$ cat src/rtl/rf_alu_sequencer.sv
// Control-side sequencer for the register-file/ALU datapath: accepts one encoded
// operation per handshake, drives RF addresses, write strobe and ALU opcode, returns the result.
module rf_alu_sequencer #(
    parameter int ADDR_W = 5,
    parameter int DATA_W = 32,
    parameter int CNT_W  = 8,
    localparam int INSTR_W = 2 + 3*ADDR_W + 1 + CNT_W
) (
    input  logic               clk_i,
    input  logic               rst_ni,
    input  logic [INSTR_W-1:0] instr_i,
    input  logic               instr_valid_i,
    output logic               instr_ready_o,
    output logic [ADDR_W-1:0]  rf_A1_o,
    output logic [ADDR_W-1:0]  rf_A2_o,
    output logic [ADDR_W-1:0]  rf_A3_o,
    output logic               rf_we_o,
    output logic [1:0]         alu_opcode_o,
    input  logic [DATA_W-1:0]  alu_result_i,
    output logic [DATA_W-1:0]  result_o,
    output logic               result_valid_o,
    input  logic               result_ready_i,
    output logic               busy_o
);

    localparam int RD_LSB  = 2;
    localparam int RS1_LSB = 2 + ADDR_W;
    localparam int RS2_LSB = 2 + 2*ADDR_W;
    localparam int WB_BIT  = 2 + 3*ADDR_W;
    localparam int CNT_LSB = 3 + 3*ADDR_W;

    // One-hot so every control output is a single flop bit, free of decode glitches.
    typedef enum logic [3:0] {
        IDLE  = 4'b0001,
        ISSUE = 4'b0010,
        WRITE = 4'b0100,
        DONE  = 4'b1000
    } state_e;

    state_e             state_q, state_d;
    logic [INSTR_W-1:0] instr_q, instr_d;
    logic [CNT_W-1:0]   iter_q, iter_d;
    logic [DATA_W-1:0]  result_q, result_d;
    logic               wb;
    logic [CNT_W-1:0]   cnt;

    assign wb  = instr_q[WB_BIT];
    assign cnt = instr_q[CNT_LSB +: CNT_W];

    always_comb begin
        state_d  = state_q;
        instr_d  = instr_q;
        iter_d   = iter_q;
        result_d = result_q;
        case (state_q)
            IDLE: begin
                if (instr_valid_i) begin
                    instr_d = instr_i;
                    iter_d  = '0;
                    state_d = ISSUE;
                end
            end
            ISSUE: begin
                if (wb) begin
                    state_d = WRITE;
                end else begin
                    result_d = alu_result_i;
                    state_d  = DONE;
                end
            end
            WRITE: begin
                // Equality compare keeps cnt=max from wrapping the counter.
                result_d = alu_result_i;
                if (iter_q != cnt) begin
                    iter_d  = iter_q + CNT_W'(1);
                    state_d = ISSUE;
                end else begin
                    state_d = DONE;
                end
            end
            DONE: begin
                if (result_ready_i) begin
                    state_d = IDLE;
                end
            end
            default: state_d = IDLE;
        endcase
    end

    always_ff @(posedge clk_i or negedge rst_ni) begin
        if (!rst_ni) begin
            state_q  <= IDLE;
            instr_q  <= '0;
            iter_q   <= '0;
            result_q <= '0;
        end else begin
            state_q  <= state_d;
            instr_q  <= instr_d;
            iter_q   <= iter_d;
            result_q <= result_d;
        end
    end

    assign rf_A1_o        = instr_q[RS1_LSB +: ADDR_W];
    assign rf_A2_o        = instr_q[RS2_LSB +: ADDR_W];
    assign rf_A3_o        = instr_q[RD_LSB +: ADDR_W];
    assign alu_opcode_o   = instr_q[1:0];
    assign result_o       = result_q;

    assign instr_ready_o  = state_q[0];
    assign rf_we_o        = state_q[2];
    assign result_valid_o = state_q[3];
    assign busy_o         = ~state_q[0];

endmodule

$ cat config.mk
export PLATFORM = sky130hd
export DESIGN_NAME = rf_alu_sequencer
export DESIGN_NICKNAME = d
export VERILOG_FILES = /design/src/rtl/rf_alu_sequencer.sv
export SDC_FILE = /design/constraint.sdc
export NUM_CORES = 1
export LEC_CHECK = 0
export CORE_ASPECT_RATIO = 1.5
export CORE_MARGIN = 2
export CORE_UTILIZATION = 48
export DETAILED_ROUTE_END_ITERATION = 10
export PLACE_DENSITY = 0.91
export SLEW_MARGIN = 10
export SYNTH_ARGS = -nofsm -noshare
export SYNTH_HDL_FRONTEND = slang
export SYNTH_SLANG_ARGS = --single-unit
$ cat constraint.sdc
create_clock -name clk_i -period 3.3 [get_ports clk_i]
set_input_delay 0.825 -clock clk_i [delete_from_list [all_inputs] [get_ports clk_i]]
set_output_delay 0.825 -clock clk_i [all_outputs]
set_load 0.02 [all_outputs]
### Yosys cells after proc, flatten, opt, wreduce, memory -nomap -nowiden

Index checks and enable logic that the tools add are counted.

* logic and storage cells: 31
* input port bits: 62
* flip-flop bits (word level): 70
* output and inout bits: 53

* muxes and demuxes: 10
* bitwise logic cells: 1
* add/subtract/negate cells: 1
* equality and inequality tests: 9
* reductions and logical operators: 6

Operators by type and width (count)
* $pmux 32 s2: 1
* $mux 32: 1
* $mux 4: 4
* $mux 8: 2
* $pmux 4 s4: 1
* $pmux 8 s2: 1
* $add 8x1->8 const B: 1
* $ne 2x2->1 const B: 4
* $ne 8x8->1: 1
* $reduce_and 2->1: 3
* $eq 4x1->1 const B: 1
* $eq 4x2->1 const B: 1
* $eq 4x3->1 const B: 1
* $eq 4x4->1 const B: 1
* $reduce_bool 2->1: 2
* $reduce_and 3->1: 1
* $not 1->1: 1

### Logic depth before layout (Yosys ltp)

* word-level depth: 3
* depth in mapped cells: 7
* gate-level depth less buffers: 5

### Worst setup path before layout

OpenSTA, ideal clock, no wires.

* path type: input -> register
* start point: in instr_valid_i
* end point: reg iter_q[6]
* path slack: 1417 ps
* stages: 6
* arrival time: 1763 ps
* cell sequence: nand2_1 -> nor4_2 -> buf_2 -> nor3b_1 -> a31o_2 -> a31o_2

* word-level cells in the longest chain between the ends: 2

Ends and longest elaborated chain
* from (decl): line 12 `input logic instr_valid_i,`
* $ne 2x2->1 (no source line)
* $reduce_and 3->1 (no source line)
* to (signal assigned): line 99 `iter_q <= iter_d;`
* to (decl): line 42 `logic [CNT_W-1:0] iter_q, iter_d;`

No other way between the ends.
A chain may end at the register's enable or synchronous reset.

### Worst setup path after layout

* start point: reg state_q[0]
* end point: out instr_ready_o

RTL lines
* from (decl): line 40 `state_e state_q, state_d;`
* from (signal assigned): line 97 `state_q <= state_d;`
* to (decl): line 13 `output logic instr_ready_o,`

No word-level cell between the ends.

==> impl_metrics.toml <==
[worst_setup_path]
rr_startpoint = "iter_q[2]"
worstPathRequired_ps = 2470
timing_worst_setup_path_type = "register to primary output"
startpoint = "state_q[0]"
worstPathCellList = "clkdlybuf4s50_1"
cp-end-kind = "primary output"
worstSetupStartpointType = "register"
path_delay_family = "buffers and inverters"
worst-path-stages = 1
cp.arrival_ps = 1560
path_buf_inv = 1
r2r_slack_ps = 1430
cp_slowest_cell = "clkdlybuf4s50_1"
max_stage_delay_ps = 630
cp-endpoint = "instr_ready_o"
path_max_fanout = 7
rr_worst_depth = 5
worstReg2RegEnd = "iter_q[4]"

[floorplanning]
coreArea_mm2 = 0.00617
rows = 35
fp.dieH_um = 102
io_pins = 115
die_area_mm2 = 0.00709
start_util_pct = 49.9
die_w_um = 69.4

[clock_network]
cts_setup_buffers = 0
clk_pin_slew_worst_paths_ps = 60
ctsHoldBuffers = 0
tritoncts = "done"
cts.sinks = 70
clock_latency_ps = 330
cts_buffers = 9
post_cts_resized = 0
cts_root_buf = "clkbuf_8"
ctsHtreeMaxLevel = 3
cts_max_path_buffers = 2

[timing]
tightest_slew_ps = 871
period_share_pct = 72.2
fmax_ghz = 0.420
fin_crit_ps = 2380
rsz0062_at_grt = "no"
maxSlewViolCount = 0
slew_headroom_pct = 41.9
setup_tns_ps = 0
setup_viol = 0
hold_viol = 0
fin_worst_skew_ps = 6.01

[global_routing]
grt_pass1_wl_mm = 10.7
grt_max_degree = 71
grt_pass1_vias = 2316
grt_overflow_total = 0
grt.total_usage_pct = 19.3
antenna_found_initial = 0

[layout]
instances_no_fill = 412
final_cell_mix = "clkdlybuf4s50_1, dfrtp_1, mux2_2"
diodes = 0
finalNetCount = 396
drive_above_1_share_pct = 25.1
fin_util_pct = 70.2
layout_commonest_cell = "clkdlybuf4s50_1"
syn_to_final_growth_pct = 40.7

[flow_run]
cap_violations = 0

[logic_synthesis]
netlist_top_cells_area = "dfrtp_1, mux2_2, buf_4, xor2_1, buf_2"
syn-num-nets = 295
synth_top_area_cell = "dfrtp_1"
synth_cell_types = 34
ys.warnings.count = 0
ys_seq_elements = 70
synth_cells = 232
yosysSeqAreaShare_pct = 56.9
synth-edff-count = 0
async_flop_share_pct = 100
syn_area_mm2 = 0.00308
syn_avg_cell_area_um2 = 13.3
synth_top_area_share_pct = 56.1
synth_flop_cell = "dfrtp_1"

[placement]
dp_cells = 396
portBuffers = 114
dpl.hpwl_mm = 4.78
gp_congestion = 0.827

[routing]
wirelength_mm = 6.51
viasPerCell = 5.14
vias = 2119
postRouteAntennaNets = 0
drt_iter0_drc = 111
routedWlPerCell_um = 15.8
drcViolationCount = 0
firstDrtPassIters = 4

[power_and_ir_drop]
leakagePower_nw = 1.85
ir_worst_vdd_mv = 0.526
finalPower_mw = 4.00
powerDensity_mw_per_mm2 = 923

[worst_hold_path]
worstHoldPathType = "register to register"

[outcome]
outcome = "completed"
-- Yosys cell counts (all sizes together) (3+ instances only) --
library cell,n
dfrtp,69
a31oi,3
a31o,3
a21oi,4
nor3,4
nor4,4
inv,5
nand2,13
buf,28
xor2,8
mux2,58
nand3,3
nor2,7
-- metrics by stage --
| step | instance area (um2) | worst slack [ps] | hold WS (ps) |
|---|---|---|---|
| 3_3_place_gp | 4150 | 824 | 486 |
| 2_1_floorplan | 3080 | 1420 | 482 |
| 4_1_cts | 4330 | 893 | 507 |
| 6_report | 4330 | 917 | 503 |
| 5_1_grt | 4330 | 861 | 526 |
| 3_5_place_dp | 4150 | 804 | 492 |
-- cells by family after synthesis --
kind of cell,synth area share [%]
AO/OA/AOI/OAI,4.22
XOR/XNOR,2.27
adder cells (fa/ha/maj),0.406
buffers and inverters,6.95
flip-flops,56.9
multiplexers,21.9
AND/OR/NAND/NOR,7.39
-- where the power goes --
part / switching, mW / total [mW] / leakage [nW] / internal, mW
clock: 0.287 / 0.624 / 0.0910 / 0.337
sequential: 0.243 / 1.50 / 0.840 / 1.26
combinational: 0.839 / 1.88 / 0.914 / 1.04
-- metal layers --
metal | GRT usage, % | vias to the layer above | part of all wire, %
li1 | - | 993 | -
met1 | 20.0 | 1033 | 36
met2 | 35.7 | 81 | 55
met3 | 5.72 | 12 | 6.6
met4 | 9.50 | 0 | 2.4
met5 | 0 | - | 0
-- registers in the layout, summed over array words and instances, names as in the netlist --
signal	cells
result_o	32
iter_q	8
instr_q	26
state_q	4
-- how the worst min path moves through the flow --
stage / end / slack [ps] / from / cells after the start
detailed placement: result_o[15] / 490 / result_o[15] / 1
floorplan: instr_q[0] / 480 / instr_q[0] / 1
finish: result_o[15] / 500 / result_o[15] / 1
CTS: result_o[15] / 510 / result_o[15] / 1
global route: result_o[0] / 530 / result_o[0] / 1
global placement: result_o[9] / 490 / result_o[9] / 1
-- final cells by class --
class / instances / area, um2
clock buffer: 16 / 180
timing repair buffer: 118 / 1170
inverter: 5 / 18.8
tap: 74 / 92.6
sequential: 70 / 1750
fill: 433 / 1840
multi-input combinational: 129 / 1120
No activity file was read; power rests on OpenSTA's default activity.
